$ cat config.mk
export PLATFORM = sky130hd
export DESIGN_NAME = unibus_memory
export DESIGN_NICKNAME = d
export VERILOG_FILES = /design/src/rtl/unibus_pkg.sv /design/src/rtl/unibus_mem_array.sv /design/src/rtl/unibus_memory.sv
export SDC_FILE = /design/constraint.sdc
export NUM_CORES = 2
export LEC_CHECK = 0
export ABC_AREA = 1
export BUFFER_PORTS_ARGS = -buffer_cell sky130_fd_sc_hd__buf_2
export CAP_MARGIN = 40
export CELL_PAD_IN_SITES_DETAIL_PLACEMENT = 1
export CELL_PAD_IN_SITES_GLOBAL_PLACEMENT = 1
export CORE_MARGIN = 8
export CORE_UTILIZATION = 52
export CTS_CLUSTER_SIZE = 12
export DETAILED_ROUTE_END_ITERATION = 12
export GPL_ROUTABILITY_DRIVEN = 0
export PLACE_DENSITY_LB_ADDON = 0.15
export SLEW_MARGIN = 20
export SYNTH_ARGS = -nofsm -noshare
export SYNTH_HDL_FRONTEND = slang
export SYNTH_SLANG_ARGS = --single-unit
$ cat constraint.sdc
create_clock -name CLK -period 2.8 [get_ports CLK]
set_clock_uncertainty 0.1 [all_clocks]
set_input_delay 0.42 -clock CLK [delete_from_list [all_inputs] [get_ports CLK]]
set_output_delay 0.42 -clock CLK [all_outputs]
set_load 0.02 [all_outputs]
$ cat src/rtl/unibus_pkg.sv
// Shared definitions for the unified-bus memory responder and the fetch side.
package unibus_pkg;

    // Responder FSM states.
    typedef enum logic [1:0] {
        IDLE  = 2'd0,
        WAIT  = 2'd1,
        RDATA = 2'd2,
        WDATA = 2'd3
    } state_t;

    // Request command encoding on req_write.
    localparam logic CMD_READ  = 1'b0;
    localparam logic CMD_WRITE = 1'b1;

    // Value seen on the bus when no agent drives it (only used at the top level).
    localparam logic [7:0] HIGH_IMPEDANCE = 8'hZZ;

    // Data returned for a read of an unimplemented address.
    localparam logic [7:0] UNMAPPED_READ_VALUE = 8'hFF;

    // Idle value of the read-data output.
    localparam logic [7:0] BUS_IDLE_VALUE = 8'h00;

    // True when the 8-bit address falls inside the implemented words.
    function automatic logic addr_in_range(input logic [7:0] addr, input int unsigned depth);
        return (32'(addr) < depth);
    endfunction

endpackage

$ cat src/rtl/unibus_mem_array.sv
// DEPTH x 8 storage: synchronous write, combinational read, never reset.
module unibus_mem_array #(
    parameter int         DEPTH      = 256,
    parameter int         AW         = 8,
    parameter logic [7:0] INIT_VALUE = 8'h00
) (
    input  logic          clk,
    input  logic          we,
    input  logic [AW-1:0] waddr,
    input  logic [7:0]    wdata,
    input  logic [AW-1:0] raddr,
    output logic [7:0]    rdata
);

    // Start-up content comes from the declaration; reset never touches the array.
    logic [7:0] mem [DEPTH] = '{default: INIT_VALUE};

    // Commit a write at the clock edge when enabled.
    always_ff @(posedge clk) begin
        if (we) begin
            mem[waddr] <= wdata;
        end
    end

    // Combinational read port.
    always_comb begin
        rdata = mem[raddr];
    end

endmodule

$ cat src/rtl/unibus_memory.sv
// Unified-bus memory responder: one address cycle, then either a write-data
// cycle or optional wait cycles followed by one read-data cycle.
module unibus_memory
    import unibus_pkg::*;
#(
    parameter int         DEPTH       = 256,
    parameter int         WAIT_STATES = 0,
    parameter logic [7:0] INIT_VALUE  = 8'h00
) (
    input  logic       CLK,
    input  logic       RST,
    input  logic       req_valid,
    input  logic       req_write,
    input  logic [7:0] bus_in,
    output logic [7:0] bus_out,
    output logic       bus_oe,
    output logic       ready,
    output logic       rd_valid,
    output logic       wr_done,
    output logic       err
);

    localparam int AW = (DEPTH > 1) ? $clog2(DEPTH) : 1;
    // Last value the wait counter reaches before moving to RDATA.
    localparam logic [1:0] WS_LAST = (WAIT_STATES > 0) ? 2'(WAIT_STATES - 1) : 2'd0;

    state_t     state_r;
    state_t     state_s;
    logic [7:0] addr_r;
    logic [7:0] addr_s;
    logic       cmd_r;
    logic       cmd_s;
    logic [1:0] wait_cnt_r;
    logic [1:0] wait_cnt_s;

    logic       mem_we_s;
    logic [7:0] rd_addr_s;
    logic [7:0] rd_data_s;

    logic [7:0] bus_out_s;
    logic       bus_oe_s;
    logic       ready_s;
    logic       rd_valid_s;
    logic       wr_done_s;
    logic       err_s;

    unibus_mem_array #(
        .DEPTH      (DEPTH),
        .AW         (AW),
        .INIT_VALUE (INIT_VALUE)
    ) u_array (
        .clk   (CLK),
        .we    (mem_we_s),
        .waddr (addr_r[AW-1:0]),
        .wdata (bus_in),
        .raddr (rd_addr_s[AW-1:0]),
        .rdata (rd_data_s)
    );

    // Next-state, request latching and array write enable.
    always_comb begin
        state_s    = state_r;
        addr_s     = addr_r;
        cmd_s      = cmd_r;
        wait_cnt_s = wait_cnt_r;
        mem_we_s   = 1'b0;
        rd_addr_s  = addr_r;
        case (state_r)
            IDLE: begin
                // Read data for a zero-wait read is looked up from the address on the bus.
                rd_addr_s = bus_in;
                if (req_valid) begin
                    addr_s     = bus_in;
                    cmd_s      = req_write;
                    wait_cnt_s = 2'd0;
                    if (req_write == CMD_WRITE) begin
                        state_s = WDATA;
                    end else if (WAIT_STATES == 0) begin
                        state_s = RDATA;
                    end else begin
                        state_s = WAIT;
                    end
                end else begin
                    state_s = IDLE;
                end
            end
            WAIT: begin
                if (wait_cnt_r == WS_LAST) begin
                    state_s = RDATA;
                end else begin
                    wait_cnt_s = wait_cnt_r + 2'd1;
                end
            end
            RDATA: begin
                state_s = IDLE;
            end
            WDATA: begin
                mem_we_s = (cmd_r == CMD_WRITE) && addr_in_range(addr_r, 32'(DEPTH));
                state_s  = IDLE;
            end
            default: begin
                state_s = IDLE;
            end
        endcase
    end

    // Output values for the coming cycle, derived from the next state.
    always_comb begin
        ready_s    = (state_s == IDLE);
        rd_valid_s = (state_s == RDATA);
        bus_oe_s   = rd_valid_s;
        wr_done_s  = (state_r == WDATA);
        bus_out_s  = BUS_IDLE_VALUE;
        err_s      = 1'b0;
        if (rd_valid_s) begin
            if (addr_in_range(rd_addr_s, 32'(DEPTH))) begin
                bus_out_s = rd_data_s;
            end else begin
                bus_out_s = UNMAPPED_READ_VALUE;
                err_s     = 1'b1;
            end
        end else if (state_r == WDATA) begin
            err_s = !addr_in_range(addr_r, 32'(DEPTH));
        end else begin
            err_s = 1'b0;
        end
    end

    // State, request latches and registered outputs; reset forces IDLE outputs at once.
    always_ff @(posedge CLK or posedge RST) begin
        if (RST) begin
            state_r    <= IDLE;
            addr_r     <= 8'h00;
            cmd_r      <= CMD_READ;
            wait_cnt_r <= 2'd0;
            ready      <= 1'b1;
            bus_oe     <= 1'b0;
            bus_out    <= BUS_IDLE_VALUE;
            rd_valid   <= 1'b0;
            wr_done    <= 1'b0;
            err        <= 1'b0;
        end else begin
            state_r    <= state_s;
            addr_r     <= addr_s;
            cmd_r      <= cmd_s;
            wait_cnt_r <= wait_cnt_s;
            ready      <= ready_s;
            bus_oe     <= bus_oe_s;
            bus_out    <= bus_out_s;
            rd_valid   <= rd_valid_s;
            wr_done    <= wr_done_s;
            err        <= err_s;
        end
    end

endmodule

==> results.txt <==
- The flow ran to the end, but the final reports show violations.
- The checks that failed: negative setup slack.
- Following the worst setup path forward leads to its endpoint at bus_out[6].
* Cell count after synthesis: 7101
- The critical path is of the flip-flop to flip-flop type.
- After detailed routing, the average wire length per cell comes to between 20 and 30 µm.
- Floorplan die area: 175000 µm²
- The worst-case IR drop observed on VDD is about 0.77 mV.
* Clock sink count: 2072
- Series of cell instances along the critical path: buf_4 > inv_2 > nand2_4 > nand2_4 > nand2_8 > buf_8 > clkbuf_16 > buf_4 > clkbuf_16 > nand2_1 > nand3_1 > nand3_1 > nand3_1 > nand3_2 > nand3_1 > nand3_2 > nand2_1 > nor2_4 > nor2_1
* Number of endpoints with negative hold slack in the final report: 0
* Largest net degree at the start of global routing: between 150 and 200
* Clk buf depth: 3
* Port Buffer Count: 23
- Iter 0 DRT Violations: 7805
- Effective utilization at floorplan: 52.4%
* Stages on worst setup path: 19
- Max-cap violations in this run came to 0.
- The most critical setup path has its startpoint at state_r[0].
* Antenna Violating Nets Remaining: 0
- Ys Warns: 0
* DRT Wirelength: around 300 mm
- TritonCTS Buffers: 210
- The first global-routing pass estimated 421 mm of wire.
* Die Height: approximately 420 µm
- The clock network burns around 28% of the power.
- In this run the worst path has a maximum fanout of 22.
- OpenSTA, run right after detailed placement, puts the worst setup slack at -0.671 ns.
- Counting flops with a built-in enable in the synthesized netlist gives just over 2000.
- Count of pins over their slew limit: 0
- After synthesis the cells add up to about 84000 µm².
- Sequential cells were found to cover approximately three quarters of the synthesized design area.
- In this run, flip-flops and latches consume between 30% and 40% of the power.
- Global routing used about 32% of the available tracks.
- FF-to-FF Start: state_r[0]
- Start point of the worst min-delay path: bus_in[5]
* Kind of cell adding the most delay to the critical path: simple AND/OR/NAND/NOR gates
* Kind of end point of the critical path: flip-flop
- After floorplanning, the core was sized to cover about 160000 µm².
- Across all hold checks on the routed design, the worst slack comes to roughly 0.035 ns.
- Number of synthesized register bits: ~2100
- Main area contributors after synthesis: sky130_fd_sc_hd__edfxtp_1 (73%), sky130_fd_sc_hd__nand3_1 (12%), sky130_fd_sc_hd__nand2_1 (9.2%), sky130_fd_sc_hd__buf_2 (1.6%), sky130_fd_sc_hd__nor2_1 (1.4%)
- Worst slew pin tran: between 1 and 1.5 ns
- Averaged over all synthesized cells, the footprint is 11.9 µm².
* Endpoint of the worst register-to-register path: bus_out[6]
* Synth Flop Type: sky130_fd_sc_hd__edfxtp_1
* DRC errors left: 0
- In this run the register-to-register setup slack is -0.20 ns.
- Internal power comes to between 50 and 60 mW.
- The H-tree generated during clock tree synthesis spans 4 levels.
- Critical path arrival: between 3 and 4 ns
- Post-Synthesis Net Count: just over 7000
* Clock transition time at the flip-flop clock pins of the worst setup and hold paths: approximately 0.06 ns
- Cell at the slowest stage of the critical path: sky130_fd_sc_hd__dfrtp_1
* Worst reg-to-reg path cell count: 19
- For this run the aggregate overflow at the end of global routing stands at 0.
- Share of total power in combinational logic: around a third
- TritonCTS clock tree: yes
* Area share of the largest cell type after synthesis: about three quarters
* Number of global-route vias before repair: roughly 65000
* Number of buffer and inverter instances along the worst setup path: 6
* Leakage power total: approximately 36 nW
- At the later pin of the worst-skew pair, clock insertion delay measures roughly 0.86 ns.
- Power, Total: about 93 mW
* Synth cell types: 23
* Unrepaired setup endpoints after global routing: true
* Final period util: 107%
- Worst-case headroom to the max-slew limit: between 20% and 30%
- After detailed routing, the number of vias per cell comes to ~6.3.
- CP max stage delay: approximately 0.4 ns
- Most frequently used cell type in the post-synthesis netlist: sky130_fd_sc_hd__nand3_1
- Length of the first detailed-routing pass in iterations: 5
* Switching portion of total power: a little over a third
* Final-stage net count: between 7000 and 8000
- Relative to the synthesized area, the layout overhead comes to 21.5%.
- Number of antenna violations at the first check in global routing: 9
- Power Density: around 910 nW/µm²
* NetSw: ~33 mW
- Derived from the worst setup path, the maximum achievable clock frequency is about 330 MHz.
* Hold/Removal Path Class: input port to flip-flop
* Launching element type of the critical path: flip-flop
- The biggest area contributor in the post-synthesis netlist is sky130_fd_sc_hd__edfxtp_1.
* Most frequent CP cell: sky130_fd_sc_hd__nand3_1
- Leading cell types by count after synthesis: sky130_fd_sc_hd__nand3_1 (2077), sky130_fd_sc_hd__nand2_1 (2070), sky130_fd_sc_hd__edfxtp_1 (2048), sky130_fd_sc_hd__nor2_1 (318), sky130_fd_sc_hd__buf_2 (263)
* CP Data Required Time: between 3 and 4 ns
* Buffer cell driving the clock tree root: sky130_fd_sc_hd__clkbuf_16
- Setup violations remaining at the end of the flow were counted as 8.
- Top-Level Pins: 25
- The floorplan step set the die width to 418 µm.
- Crit path setup slack, layout: -0.201 ns
- The wire-length estimate of the detail-placed layout is 171 mm.
* Via total after detailed routing: 62500
- In the synthesized netlist the async set-or-reset flop fraction comes to roughly 1.2%.
* Share of layout cells above drive strength 1: a little under a fifth
- The initialized floorplan defines 147 standard-cell rows.
- The worst path in the final design needs a cycle of roughly 3.0 ns, including I/O delays and setup.
[how the worst min path moves through the flow]
| stage | endpoint | cells after the start | slack [ns] |
|---|---|---|---|
| floorplan | addr_r[0] | 1 | 0.33 |
| CTS | rd_valid | 4 | 0.07 |
| global placement | wait_cnt_r[1] | 2 | 0.37 |
| detailed placement | wait_cnt_r[0] | 1 | 0.41 |
| finish | u_array.mem[50][5] | 2 | 0.03 |
| global route | u_array.mem[50][5] | 2 | 0.03 |
[worst register-to-register path, delay by kind of cell (launching register included)]
family / cells / cell delay, ns
AND/OR/NAND/NOR: 13 / 1.46
buffers and inverters: 6 / 0.93
flip-flops: 1 / 0.41
[kinds of logic (layout without fill, tap and decap cells)]
family                     Yosys count  after routing  share of synthesized area, %
AOI/OAI and AO/OA                   23             23                         0.143
adders and majority gates            1              1                        0.0149
buffers and inverters              535           1252                          3.09
DFF                               2072           2072                          73.7
other                                1              7                       0.00445
and+or+nand+nor                   4469           4470                          23.0
[per-stage QoR]
stage | TNS [ns] | utilization (%) | cells | instance area (µm²)
after floorplan | 0 | - | 7101 | 84200
after global placement | -3.21 | 57.1 | 9514 | 91800
after detailed placement | -3.99 | 57.1 | 9515 | 91800
after CTS | -0.767 | 62.1 | 9932 | 99800
after global routing | -1.56 | 63.6 | 9980 | 102000
final | -1.12 | 63.6 | 9985 | 102000
[what timing repair did]
item / CTS / global route
pin swaps: 32 / 105
cloned: 13 / 24
setup buffers: 31 / 25
endpoints found under the setup margin: 16 / 85
hold buffers: 8 / 0
gates resized for setup: 220 / 329
endpoints found under the hold margin: 50 / 0
[area by class of cell]
cell class / instances / area [µm²]
multi-input cells: 4495 / 21800
flip-flops and latches: 2072 / 62100
diodes: 6 / 15.0
clock inverters: 69 / 469
well taps: 2160 / 2700
inverters: 50 / 204
fillers: 15700 / 58400
repair buffers: 834 / 9270
clock buffers: 299 / 5710
[power groups by stage]
stage / clock network [mW] / registers (mW) / logic, mW
global route: 27.3 / 34.4 / 33.9
CTS: 26.3 / 34.4 / 28.6
global placement: 0 / 35.1 / 25.1
floorplan: 0 / 35.0 / 14.0
finish: 26.2 / 34.4 / 32.4
detailed placement: 0 / 35.1 / 26.0
[state kept, by name, indices dropped and copies added (netlist names)]
name,count
rd_valid,1
bus_out,8
ready,1
wait_cnt_r,2
cmd_r,1
u_array.mem,2048
wr_done,1
addr_r,8
state_r,2
[metal layers]
metal,global-route usage [%],vias to the layer above,routed length [µm]
met1,41.4,31900,111000
met3,6.24,793,26900
li1,-,26400,-
met5,0,-,49
met2,52.7,3380,143000
met4,15.2,6,16000
[placed cells by master, fill, tap and decap left out, types with 24 or more instances in the layout]
| cell type | instances |
|---|---|
| sky130_fd_sc_hd__nand3_2 | 253 |
| sky130_fd_sc_hd__buf_4 | 564 |
| sky130_fd_sc_hd__buf_6 | 44 |
| sky130_fd_sc_hd__buf_12 | 118 |
| sky130_fd_sc_hd__clkbuf_1 | 79 |
| sky130_fd_sc_hd__buf_16 | 30 |
| sky130_fd_sc_hd__inv_1 | 44 |
| sky130_fd_sc_hd__edfxtp_1 | 2048 |
| sky130_fd_sc_hd__nor2_1 | 295 |
| sky130_fd_sc_hd__nand3_1 | 1770 |
| sky130_fd_sc_hd__nand2_1 | 2037 |
| sky130_fd_sc_hd__clkinv_1 | 34 |
| sky130_fd_sc_hd__buf_8 | 24 |
| sky130_fd_sc_hd__nand3_4 | 54 |
| sky130_fd_sc_hd__clkbuf_16 | 235 |
No activity file was read; power rests on OpenSTA's default activity.
